`src/rtl/up_down_counter_mod.sv`:
```
// Modulo-N up/down counter with enable, clamped parallel load, wrap/saturate mode,
// registered carry/borrow pulses and a sticky overflow flag.
module up_down_counter_mod #(
    parameter int unsigned WIDTH    = 8,
    parameter int unsigned MAX_VAL  = (2 ** WIDTH) - 1,
    parameter bit          SATURATE = 1'b0
) (
    input  logic             clk,
    input  logic             reset,
    input  logic             en,
    input  logic             up_down,
    input  logic             load,
    input  logic [WIDTH-1:0] load_val,
    input  logic             ovf_clr,
    output logic [WIDTH-1:0] count,
    output logic             carry,
    output logic             borrow,
    output logic             at_max,
    output logic             at_min,
    output logic             ovf
);

    localparam logic [WIDTH-1:0] MAX_C = WIDTH'(MAX_VAL);

    logic [WIDTH-1:0] count_d;
    logic             carry_d;
    logic             borrow_d;
    logic             ovf_d;
    logic [WIDTH:0]   count_inc;
    logic [WIDTH-1:0] count_dec;

    assign at_max = (count == MAX_C);
    assign at_min = (count == '0);

    // Increment at WIDTH+1 bits so a full-range modulus never aliases.
    assign count_inc = {1'b0, count} + (WIDTH + 1)'(1);
    assign count_dec = count - WIDTH'(1);

    // Next-state: load beats count enable; limits either wrap or hold.
    always_comb begin
        count_d  = count;
        carry_d  = 1'b0;
        borrow_d = 1'b0;
        if (load) begin
            count_d = (load_val > MAX_C) ? MAX_C : load_val;
        end else if (en) begin
            if (up_down) begin
                if (at_max) begin
                    carry_d = 1'b1;
                    count_d = SATURATE ? count : '0;
                end else begin
                    count_d = count_inc[WIDTH-1:0];
                end
            end else begin
                if (at_min) begin
                    borrow_d = 1'b1;
                    count_d  = SATURATE ? count : MAX_C;
                end else begin
                    count_d = count_dec;
                end
            end
        end
        // A same-cycle event overrides the clear.
        ovf_d = carry_d | borrow_d | (ovf & ~ovf_clr);
    end

    always_ff @(posedge clk or posedge reset) begin
        if (reset) begin
            count  <= '0;
            carry  <= 1'b0;
            borrow <= 1'b0;
            ovf    <= 1'b0;
        end else begin
            count  <= count_d;
            carry  <= carry_d;
            borrow <= borrow_d;
            ovf    <= ovf_d;
        end
    end

endmodule

```
`config.mk`:
```
export PLATFORM = sky130hd
export DESIGN_NAME = up_down_counter_mod
export DESIGN_NICKNAME = d
export VERILOG_FILES = /design/src/rtl/up_down_counter_mod.sv
export SDC_FILE = /design/constraint.sdc
export NUM_CORES = 1
export LEC_CHECK = 0
export CAP_MARGIN = 20
export CELL_PAD_IN_SITES_DETAIL_PLACEMENT = 1
export CELL_PAD_IN_SITES_GLOBAL_PLACEMENT = 1
export CORE_ASPECT_RATIO = 0.5
export CORE_MARGIN = 2
export CORE_UTILIZATION = 33
export CTS_CLUSTER_DIAMETER = 80
export DETAILED_ROUTE_END_ITERATION = 10
export PLACE_DENSITY = 0.87
export SLEW_MARGIN = 15
export SYNTH_ARGS = -nofsm -noshare
export SYNTH_HDL_FRONTEND = slang
export SYNTH_SLANG_ARGS = --single-unit
```
`constraint.sdc`:
```
create_clock -name clk -period 1.6 [get_ports clk]
set_input_delay 0.32 -clock clk [delete_from_list [all_inputs] [get_ports clk]]
set_output_delay 0.32 -clock clk [all_outputs]
set_load 0.02 [all_outputs]
```
# ---- Word level (Yosys, flattened, before mapping)
# Cells that the tools add are included.
dict set report totals {
  ff_bits 11
  inputBits 14
  wordCells 28
}
dict set report classes {
  addsub 2
  magnitude_cmp 1
  eq_ne 1
  muxes 14
  n_bitwise 4
  n_reduce_logical 2
}
# cell count
set ops {}
lappend ops {{8-bit 2-to-1 mux} 6}
lappend ops {{8-bit by 1-bit adder with 8-bit output (second input constant)} 1}
lappend ops {{8-bit equality test (second input constant)} 1}
lappend ops {{8-bit greater-than comparator (second input constant)} 1}
lappend ops {{8-bit logical NOT} 1}
lappend ops {{1-bit 2-to-1 mux} 8}
lappend ops {{8-bit by 1-bit subtractor with 8-bit output (second input constant)} 1}
lappend ops {{1-bit OR} 2}
lappend ops {{2-bit nonzero test} 1}
lappend ops {{1-bit AND} 1}
lappend ops {{1-bit NOT} 1}

# ---- Longest topological paths before layout
dict set report logic_depth {
  word_depth 7
  depth_mapped 7
}

# ---- Least setup slack after synthesis
# No wires, ideal clock.
dict set report synth_timing {
  path_type {reg-to-reg}
  start {reg count[0]}
  end {reg count[3]}
  arrival_ns 1.533
  required_time_ns 1.459
  path_slack_ns -0.074
  stages_incl_launch_ff 7
  path_buffers 0
  synth_period_minus_slack_ns 1.674
  cell_sequence {dfrtp_1 > inv_1 > ha_1 > nor2b_1 > and3_1 > o21ai_0 > a31oi_1}
}
dict set report synth_between {
  elab_chain_cells 5
  elab_cells_between_ends 9
}
# item line_no
set synth_lines {}
lappend synth_lines {{start, declared} 15} ;# output logic [WIDTH-1:0] count,
lappend synth_lines {{start signal, assigned} 74} ;# count <= count_d;
lappend synth_lines {{8-bit logical NOT} 33} ;# assign at_min = (count == '0);
lappend synth_lines {{net at_min} 19} ;# output logic at_min,
lappend synth_lines {{8-bit 2-to-1 mux} 55} ;# if (at_min) begin
lappend synth_lines {{8-bit 2-to-1 mux} 47} ;# if (up_down) begin
lappend synth_lines {{8-bit 2-to-1 mux} 46} ;# end else if (en) begin
lappend synth_lines {{8-bit 2-to-1 mux} 44} ;# if (load) begin
# The timed path passes the listed nets, and every way through them passes these cells. The select of a mux whose other input is x is not followed.
# A chain may end at the register's enable or synchronous reset.

# ---- Worst setup path in the final report
dict set report layout_timing {
  start {reg count[2]}
  end {reg count[3]}
}
dict set report layout_between {
  elab_chain_cells 5
  elab_cells_between_ends 9
}
# item line_no
set layout_lines {}
lappend layout_lines {{8-bit by 1-bit subtractor with 8-bit output, or another cell as far along} 37} ;# assign count_dec = count - WIDTH'(1);
lappend layout_lines {{8-bit 2-to-1 mux, on equally long branches} {55, 48}}
lappend layout_lines {{8-bit 2-to-1 mux (*)} 47}
lappend layout_lines {{8-bit 2-to-1 mux (*)} 46}
lappend layout_lines {{8-bit 2-to-1 mux (*)} 44}
# Mark *: on every way between the ends. The rest lies on a longest branch, timed or not. The select of a mux whose other input is x is not followed.

==> impl_results.md <==
- Share of the synthesized area in the top cell type: 0.3022
- Data required time of the worst path: 1690 ps
- Endpoints failing hold: 0
- Slowest stage delay, CP: 450 ps
- Syn. warnings: 0
- P&R area growth vs syn: 85.17%
- Clock Pin Slew Worst Setup and Hold Paths: 60 ps
- Mapped Cells: 109
- Worst slew pin tran: about 520 ps
- Slowest cell on crit path: dfrtp_1
- CP Class: register to register
- Post-synth ARST share: 1.000
- Initial antenna violation count: 0
- Io pins: 27
- Max-cap violations: 0
- Setup WS pre-CTS: -379.3 ps
- CTS tree: done
- ANT cells: 0
- Drt initial violations: 116
- Synth area leader: dfrtp_1
- Core ar.: ~0.0026 mm^2
- Post-synthesis simple-gate area fraction: 0.2761
- Startpoint types: register
- Slew Limit Fails: 0
- RD Place Congestion: just under 1
- Unrepaired setup endpoints after global routing: yes
- Synth Flop Type: dfrtp_1
- Clk Latency, worst-skew pair: 250 ps
- FMAX: 0.5432 GHz
- Fin crit period: between 1500 and 2000 ps
- DRT Pass-1 Iters: 4
- Sequential share of the synthesized area: 0.3022
- Initial Util: 0.3500
- Drt wl/cell: 25.48 um
- Leak Pwr: 0.7133 nW
- I/O Buffers: 26
- DIE AREA: approximately 0.0032 mm^2
- Util after Layout: 0.6481
- Final setup margin: -241.1 ps
- Pwr per Cell Area: between 700 and 800 mW/mm^2
- Largest family of logic cells by synthesized area: simple AND/OR/NAND/NOR gates
- Largest net degree at the start of global routing: 17
- Vias per cell: between 5 and 6
- Status: finished with violations
- Xor/xnor share of the synthesized area: 0.05769
- Max rail drop VDD: 0.5330 mV
- Post-Route Skew: 9.955 ps
- Total gr overflow: 0
- Yosys cell types: 37
- Arrival time worst endpoint: 1940 ps
- ANT nets after route: 0
- Routed vias: 1199
- Synth Area in Compound Gates: 0.1978
- DP Wirelength: 2.732 mm
- Die Width: 78.30 um
- Clock root cell: clkbuf_8
- Yosys reg bits: 11
- Clock tree sinks: 11
- Worst Setup End Kind: register
- Residual DRC: 0
- Fillers: slightly below 300
- CTS buffer count: 3
- Vias in the first global route: 1178
- Die height: 41.15 um
- Site Rows: 13
- Period utilization: 1.151
- Post-synth top cells: nand2_1, dfrtp_1, inv_1, nor2_1, xnor2_1
- Syn avg cell area: 8.357 um^2
- Worst slew margin: 0.6558
- Count leader, synth: nand2_1
- HP Class: primary input to asynchronous set/reset pin
- Total wire length: 5.224 mm
- Setup violations, final: 8
- Mapped cell area: 910.9 um^2
- Critical path, cell by cell: buf_4, nor3_4, buf_4, xnor2_1, o21ai_0, a31oi_1
- Worst-case clock buffer depth: 2
- Failing checks: setup timing
- Critical path's top delay family: compound AO/OA/AOI/OAI gates
- Max FO, Critical Path: 5
- EDFF count, synth: 0
- Post-Synth Adder-Cell Area: 0.04121
- Layout cell share with drive strength beyond 1: 0.4762
- Worst path most repeated cell: buf_4
- Mux share of post-synthesis cell area: 0.03297
- Nets: 186
- Net Count, Synth: 126
- Area contributors post-synth: dfrtp_1, xnor2_1, nand2_1, ha_1, mux2i_1
- CP bufs+invs: 2
- CTS H-tree lvls: 1
- First-pass GRT wire length: 6.603 mm
- Tot GR Track Use: 0.2973
## where the power goes
part	internal (mW)	total (mW)	switching (mW)
logic	0.290	0.632	0.342
clock network	0.176	0.300	0.124
registers	0.305	0.346	0.0416
total	0.771	1.28	0.507
## worst reg2reg max path: stages, from the launching register on
cell     delay, ps
dfrtp_1        450
buf_4          210
nor3_4         220
buf_4          150
xnor2_1         70
o21ai_0        410
a31oi_1        180
## path summary, 6_finish.rpt
check / from / end / slack (ps) / depth (start not counted)
worst min register to register: ovf / ovf / 570 / 2
max in group asynchronous: reset / count[5] / 800 / 2
worst max register to register: count[2] / count[3] / -240 / 6
worst min-delay path: reset / count[2] / 410 / 2
worst max-delay path: count[2] / count[3] / -240 / 6
min in group clk: ovf / ovf / 570 / 2
## layout make-up
cell class                 instances  area [um^2]  share of cell area
timing repair buffer              63        556.8              0.3301
multi-input combinational         82        729.5              0.4325
tap                               37        46.29             0.02745
sequential                        11        279.0              0.1654
clock buffer                       4        45.04             0.02671
inverter                           8        30.03             0.01780
## logic make-up after synthesis
| family | count (synthesis) |
|---|---|
| simple gates | 43 |
| flops | 11 |
| mux | 3 |
| compound gates | 27 |
| fa+ha+maj | 3 |
| buf+inv | 16 |
| xor+xnor | 6 |
## stage by stage
step                TNS, ps  instances  total power [mW]  hold WS, ps  cell area, um^2
global route          -1461        205             1.303        455.3             1687
global placement      -1371        191            0.7762        524.9             1381
detailed placement    -2128        191            0.8015        601.7             1381
floorplan                 0        109            0.5785        172.3            913.4
finish                -1018        205             1.278        412.7             1687
CTS                  -323.3        199             1.120        424.0             1511
## cell usage in the layout (no fill, tap or decap), types with 4 or more instances in the layout
cell type / Yosys / final
nand2_2: 0 / 4
nor2_1: 7 / 6
dfrtp_1: 11 / 8
buf_6: 2 / 6
o21ai_1: 3 / 4
inv_1: 8 / 4
dlygate4sd2_1: 0 / 9
buf_4: 2 / 32
clkdlybuf4s50_1: 0 / 15
inv_2: 0 / 4
nand3_2: 2 / 4
xnor2_1: 6 / 5
nand2_1: 12 / 8
## sequential cells by signal (all words and copies together) (netlist names)
register	flops
count	8
carry	1
borrow	1
ovf	1
## what timing repair did
item | CTS | global route
setup buffers | 5 | 7
pin swaps | 11 | 16
hold endpoints to repair | 0 | 0
setup endpoints to repair | 16 | 10
hold buffers | 0 | 0
gates resized for setup | 39 | 28
## per-layer routing
| layer | GRT usage | up-vias | wire length (um) |
|---|---|---|---|
| met5 | 0 | - | 0 |
| met4 | 0.2061 | 0 | 312 |
| met3 | 0.07489 | 34 | 473 |
| met2 | 0.5409 | 85 | 2389 |
| met1 | 0.3320 | 575 | 2049 |
| li1 | - | 505 | - |
(Power assumes the default switching activity.)
